[config.mk]
export PLATFORM = sky130hd
export DESIGN_NAME = hamming_scrub_ctrl
export DESIGN_NICKNAME = d
export VERILOG_FILES = /design/src/rtl/hamming_scrub_ctrl.sv
export SDC_FILE = /design/constraint.sdc
export NUM_CORES = 1
export LEC_CHECK = 0
export CAP_MARGIN = 20
export CORE_ASPECT_RATIO = 1.5
export CORE_MARGIN = 1.5
export CORE_UTILIZATION = 45
export CTS_BUF_LIST = sky130_fd_sc_hd__clkbuf_4 sky130_fd_sc_hd__clkbuf_8
export DETAILED_ROUTE_END_ITERATION = 7
export PLACE_DENSITY = 0.75
export SYNTH_ARGS = -nofsm -noshare
export SYNTH_HDL_FRONTEND = slang
export SYNTH_SLANG_ARGS = --single-unit
[constraint.sdc]
create_clock -name clk -period 2.7 [get_ports clk]
set_input_delay 0.81 -clock clk [delete_from_list [all_inputs] [get_ports clk]]
set_output_delay 0.81 -clock clk [all_outputs]
set_load 0.05 [all_outputs]
[src/rtl/hamming_scrub_ctrl.sv]
// hamming_scrub_ctrl
//   Background scrubber for SEC-DED protected storage (8-bit data, 13-bit
//   codewords). Every INTERVAL idle cycles it reads one word through a shared
//   memory port and checks it. A single-bit error is counted and the repaired
//   codeword is written back. An uncorrectable word is counted and logged.
//   The scrubber always yields to the host: it holds its request until the
//   arbiter grants it.
//
//   Codeword: bit0 = even parity over bits 12:1; Hamming parity at positions
//   1,2,4,8; data at positions 3,5,6,7,9,10,11,12.
//
//   Build option: HAMMING_SCRUB_WRITEBACK_EN
//     defined   - single errors are written back (WR_REQ state present)
//     undefined - report-only: single errors are counted, never written,
//                 and mem_we is tied to 0
//
// Ports
//   clk, rst           clock, asynchronous active-high reset
//   enable             scrubbing allowed (the word in flight always completes)
//   mem_req/we/addr    memory request; held stable until mem_gnt
//   mem_wdata          corrected codeword for a write-back
//   mem_gnt            arbiter accepts the request this cycle
//   mem_rdata/rvalid   read return, one or more cycles after a read grant
//   busy               FSM not in IDLE
//   pass_done          one-cycle pulse when the address wraps to 0
//   ce_count/ue_count  saturating corrected / uncorrectable error counters
//   ue_irq, ue_addr    pulse and address of the latest uncorrectable word
module hamming_scrub_ctrl #(
    parameter int ADDR_W   = 8,
    parameter int DEPTH    = 256,
    parameter int INTERVAL = 1024,
    parameter int CNT_W    = 16
) (
    input  logic              clk,
    input  logic              rst,
    input  logic              enable,
    output logic              mem_req,
    output logic              mem_we,
    output logic [ADDR_W-1:0] mem_addr,
    output logic [12:0]       mem_wdata,
    input  logic              mem_gnt,
    input  logic [12:0]       mem_rdata,
    input  logic              mem_rvalid,
    output logic              busy,
    output logic              pass_done,
    output logic [CNT_W-1:0]  ce_count,
    output logic [CNT_W-1:0]  ue_count,
    output logic              ue_irq,
    output logic [ADDR_W-1:0] ue_addr
);
    localparam int                TMR_W     = $clog2(INTERVAL);
    localparam logic [TMR_W-1:0]  TMR_LAST  = TMR_W'(INTERVAL - 1);
    localparam logic [ADDR_W-1:0] ADDR_LAST = ADDR_W'(DEPTH - 1);

    typedef enum logic [2:0] {
        S_IDLE,
        S_RD_REQ,
        S_RD_WAIT,
        S_CHECK,
`ifdef HAMMING_SCRUB_WRITEBACK_EN
        S_WR_REQ,
`endif
        S_NEXT
    } state_t;

    state_t            state_q, state_d;
    logic [TMR_W-1:0]  timer_q, timer_d;
    logic [ADDR_W-1:0] addr_q, addr_d;
    logic [12:0]       rdata_q, rdata_d;
    logic [CNT_W-1:0]  ce_q, ce_d;
    logic [CNT_W-1:0]  ue_q, ue_d;
    logic [ADDR_W-1:0] ue_addr_q, ue_addr_d;
    logic              ue_irq_q, ue_irq_d;
`ifdef HAMMING_SCRUB_WRITEBACK_EN
    logic [12:0]       wdata_q, wdata_d;
`endif

    logic [3:0] syn;
    logic       par;
    logic       is_single;
    logic       is_ue;

    // Syndrome over positions 1..12 plus overall parity of the captured word.
    // syn==0 with par==1 points at bit0, so (1 << syn) is the flip mask for
    // every correctable case.
    always_comb begin
        syn = 4'd0;
        for (int i = 1; i <= 12; i++) begin
            if (rdata_q[i]) syn = syn ^ 4'(i);
        end
        par       = ^rdata_q;
        is_single = par && (syn <= 4'd12);
        is_ue     = (par && (syn > 4'd12)) || (!par && (syn != 4'd0));
    end

    always_comb begin
        state_d   = state_q;
        timer_d   = timer_q;
        addr_d    = addr_q;
        rdata_d   = rdata_q;
        ce_d      = ce_q;
        ue_d      = ue_q;
        ue_addr_d = ue_addr_q;
        ue_irq_d  = 1'b0;
`ifdef HAMMING_SCRUB_WRITEBACK_EN
        wdata_d   = wdata_q;
`endif
        case (state_q)
            S_IDLE: begin
                if (!enable) begin
                    timer_d = '0;
                end else if (timer_q == TMR_LAST) begin
                    timer_d = '0;
                    state_d = S_RD_REQ;
                end else begin
                    timer_d = timer_q + 1'b1;
                end
            end
            S_RD_REQ: begin
                if (mem_gnt) state_d = S_RD_WAIT;
            end
            S_RD_WAIT: begin
                if (mem_rvalid) begin
                    rdata_d = mem_rdata;
                    state_d = S_CHECK;
                end
            end
            S_CHECK: begin
                state_d = S_NEXT;
                if (is_single) begin
                    if (ce_q != '1) ce_d = ce_q + 1'b1;
`ifdef HAMMING_SCRUB_WRITEBACK_EN
                    wdata_d = rdata_q ^ (13'd1 << syn);
                    state_d = S_WR_REQ;
`endif
                end else if (is_ue) begin
                    if (ue_q != '1) ue_d = ue_q + 1'b1;
                    ue_addr_d = addr_q;
                    ue_irq_d  = 1'b1;
                end
            end
`ifdef HAMMING_SCRUB_WRITEBACK_EN
            S_WR_REQ: begin
                if (mem_gnt) state_d = S_NEXT;
            end
`endif
            S_NEXT: begin
                addr_d  = (addr_q == ADDR_LAST) ? '0 : addr_q + 1'b1;
                timer_d = '0;
                state_d = S_IDLE;
            end
            default: state_d = S_IDLE;
        endcase
    end

    always_ff @(posedge clk or posedge rst) begin
        if (rst) begin
            state_q   <= S_IDLE;
            timer_q   <= '0;
            addr_q    <= '0;
            rdata_q   <= '0;
            ce_q      <= '0;
            ue_q      <= '0;
            ue_addr_q <= '0;
            ue_irq_q  <= 1'b0;
`ifdef HAMMING_SCRUB_WRITEBACK_EN
            wdata_q   <= '0;
`endif
        end else begin
            state_q   <= state_d;
            timer_q   <= timer_d;
            addr_q    <= addr_d;
            rdata_q   <= rdata_d;
            ce_q      <= ce_d;
            ue_q      <= ue_d;
            ue_addr_q <= ue_addr_d;
            ue_irq_q  <= ue_irq_d;
`ifdef HAMMING_SCRUB_WRITEBACK_EN
            wdata_q   <= wdata_d;
`endif
        end
    end

    // Request outputs are decoded from the state register only, so they stay
    // stable while waiting for a grant and drop to 0 as soon as rst rises.
`ifdef HAMMING_SCRUB_WRITEBACK_EN
    assign mem_we    = (state_q == S_WR_REQ);
    assign mem_wdata = mem_we ? wdata_q : 13'd0;
`else
    assign mem_we    = 1'b0;
    assign mem_wdata = 13'd0;
`endif
    assign mem_req   = (state_q == S_RD_REQ) || mem_we;
    assign mem_addr  = mem_req ? addr_q : '0;
    assign busy      = (state_q != S_IDLE);
    assign pass_done = (state_q == S_NEXT) && (addr_q == ADDR_LAST);
    assign ce_count  = ce_q;
    assign ue_count  = ue_q;
    assign ue_irq    = ue_irq_q;
    assign ue_addr   = ue_addr_q;

endmodule

==> summary.txt, run 1 <==
Finish
  • Layout area overhead: 31.9%
  • Multi-input logic area: 0.00191 sq mm
  • Final nets: 469
  • Register area: 0.00188 sq mm
  • Fillers: 694
  • Share of post-route cells with drive strength above 1: 20.6%
  • Finished Cell Area: 0.00511 sq mm
  • Number of antenna repair diodes: 0

GRT
  • Pin count of the biggest net entering global routing: 33
  • Vias in the first global route: 2,905
  • Global-route wire length before repair: 13,200 microns
  • Grt total ovfl: 0
  • Initial antenna violation count: 0
  • Total GRT Usage: 18.4%

Synth
  • Synthesized instance count: 361
  • Sequential fraction of the synthesis area: 48.4%
  • Asr flop ratio synth: 100%
  • Commonest cells post-synth: 75 x dfrtp_1, 42 x nand2_1, 24 x xor2_1
  • Mean post-synth cell area: 10.7 sq um
  • Yosys warns: 0
  • Synth cell types: 53
  • Most area-hungry cell type in the Yosys netlist: dfrtp_1
  • Most used DFF post-synth: dfrtp_1
  • Post-synth top area share: 48.4%
  • Synth area leaders: dfrtp_1 48%, mux2_2 6.7%, xor2_1 5.4%
  • Synthesized cell area: 0.00388 sq mm
  • Yosys reg bits: 75
  • Number of synthesized flops with an enable pin: 0
  • Cell with the most instances after synthesis: dfrtp_1

Timing
  • Final hold slack: 0.492 ns
  • Max Freq: 389 MHz
  • Clk_skew: 0.00503 ns
  • Slew margin rel.: 60.3%
  • RSZ-0062 raised after global routing: false
  • Final setup margin: 0.128 ns
  • Setup violations, final: 0
  • Minimum clock period: 2.57 ns
  • Worst Max-Slew Pin Slew: 0.595 ns
  • Period utilization: 95.3%
  • Setup TNS: 0 ns
  • Final hold violations: 0
  • Pins over their slew limit: 0

Worst setup path
  • Worst Setup Start Kind: flop
  • CP Capture Type: output port
  • Worst Path Arrival: 1.76 ns
  • Crit Path Max Fanout: 5
  • Critical Path RT: 1.89 ns
  • Crit Path Category: flop to output port

Routing
  • Vias/cell: 5.30
  • Via count: 2,960
  • Final WL: 7830 microns
  • # DRC: 0
  • Drt first pass iters: 4
  • Avg WL per Cell: 14.0 microns
  • Post-DRT Antenna Nets: 0
  • 1st-iter DRT viols: 110

Placed design
  • IO Port Bufs: 69
  • Gpl congestion: 0.835
  • Post-DP Area: 0.00483 sq mm
  • Hpwl dp: 5780 microns
  • Post-Place Setup Slack: 0.225 ns

Worst hold path
  • Hold Crit Class: flop to flop

Die
  • Starting density of the core: 46.1%
  • Die footprint: 0.00919 sq mm
  • Top Ports: 84
  • Die Ht: 117 microns
  • Core area: 0.00841 sq mm
  • Die W: 78.8 microns
  • Row count: 41

Clock network
  • CTS H-tree depth: 3
  • Hold-fix buffers, CTS: 0
  • Worst-case clock buffer depth: 2
  • Later-pin clock latency in the skew report: 0.35 ns
  • Clock Pin Slew Worst Setup and Hold Paths: 0.07 ns
  • CTS tree: built
  • Clock root buffer master: clkbuf_8
  • Clock Sink Count: 75
  • Clock buffer count from CTS: 9

Power
  • P_leak: 0.00233 uW
  • Pwr/cell area: 995 mW/mm^2
  • Worst ir drop on vdd: 0.000886 V

Run
  • MaxCap Viol Count: 0

Outcome
  • Status: finished, final reports clean
## cells by family after synthesis
logic type	synth area share (%)
adder cells (fa/ha/maj)	1.29
AND/OR/NAND/NOR	19.2
buffers and inverters	4.32
XOR/XNOR	13.7
AO/OA/AOI/OAI	6.23
other	0.0967
flip-flops	48.4
multiplexers	6.68
## report_power, final
| part | internal (uW) | switching (uW) | leakage, uW |
|---|---|---|---|
| sequential | 1320 | 248 | 0.00101 |
| combinational | 1270 | 1220 | 0.00120 |
| clock | 611 | 420 | 0.000119 |
| total | 3200 | 1890 | 0.00233 |
## through the flow
step           util (%)  power [uW]  std cells
6_report           60.8        5090        559
4_1_cts            60.3        5090        554
3_5_place_dp       57.4        4050        538
3_3_place_gp       57.4        3950        538
2_1_floorplan         -        3460        374
5_1_grt            60.8        5390        559
## registers in the layout, summed over array words and instances, names as in the netlist
name,flops
addr_q,8
timer_q,10
ue_irq,1
ue_addr,8
state_q,3
rdata_q,13
ue_count,16
ce_count,16
## final timing paths
check / start / endpoint / slack, ns / depth (start not counted)
max in group asynchronous: rst / state_q[0] / 1.28 / 3
worst max-delay path: state_q[0] / busy / 0.13 / 3
worst min-delay path: ue_count[12] / ue_count[12] / 0.49 / 1
min in group asynchronous: rst / ce_count[13] / 0.86 / 2
worst max register to register: rdata_q[2] / ce_count[1] / 0.22 / 6
worst min register to register: ue_count[12] / ue_count[12] / 0.49 / 1
## placed cells by master, fill, tap and decap left out, types with 2 or more instances in the layout
| master | instances |
|---|---|
| nor3_1 | 8 |
| dfrtp_2 | 2 |
| and2_1 | 11 |
| buf_12 | 12 |
| and3_2 | 2 |
| nor4_1 | 6 |
| xnor3_1 | 2 |
| nor2_2 | 4 |
| bufinv_16 | 3 |
| clkinv_2 | 2 |
| or3_1 | 4 |
| clkbuf_8 | 9 |
| conb_1 | 14 |
| ha_1 | 4 |
| a21oi_1 | 3 |
| and3_1 | 13 |
| or2_2 | 2 |
| nand4_1 | 6 |
| nor2_1 | 14 |
| nand2_1 | 42 |
| nand3b_1 | 2 |
| o31ai_1 | 2 |
| nand3_1 | 12 |
| dfrtp_1 | 73 |
| xnor2_1 | 23 |
| buf_4 | 13 |
| xnor2_2 | 3 |
| xor2_1 | 24 |
| nand2b_1 | 2 |
| inv_1 | 5 |
| a22o_1 | 2 |
| nor3b_1 | 2 |
| clkdlybuf4s50_1 | 58 |
| nor3_2 | 2 |
| mux2_2 | 23 |
| clkinvlp_4 | 2 |
| o21ai_0 | 18 |
## area by class of cell
type | instances | share of cell area, %
Timing Repair Buffer | 84 | 18.1
Clock buffer | 9 | 2.42
Multi-Input combinational cell | 271 | 37.3
Sequential cell | 75 | 36.7
Clock inverter | 7 | 2.27
Tap cell | 107 | 2.62
Inverter | 6 | 0.514
## what timing repair did
| action | 4_1_cts | 5_1_grt |
|---|---|---|
| gates resized for setup | 3 | 3 |
| setup buffers | 0 | 5 |
| setup endpoints to repair | 2 | 9 |
## routing by layer
metal	wire, microns	vias up	part of all wire [%]	GRT usage [%]
met3	260	17	3.3	3.13
met1	3060	1476	39	20.5
met2	4300	78	55	33.2
met5	0	-	0	0
li1	-	1389	-	-
met4	199	0	2.5	10.0
## critical path, cell delays in order (launching register included)
cell and delay [ns]:
dfrtp_2 0.45, buf_4 0.17, or3_1 0.36, dlygate4sd2_1 0.43
Power figures use the tool's default switching activity.
==> run 2: changes to the inputs <==
CTS_CLUSTER_SIZE = 20   (was default)
==> results of run 2 <==
Final layout, timing and power as in run 1 (identical DEF).
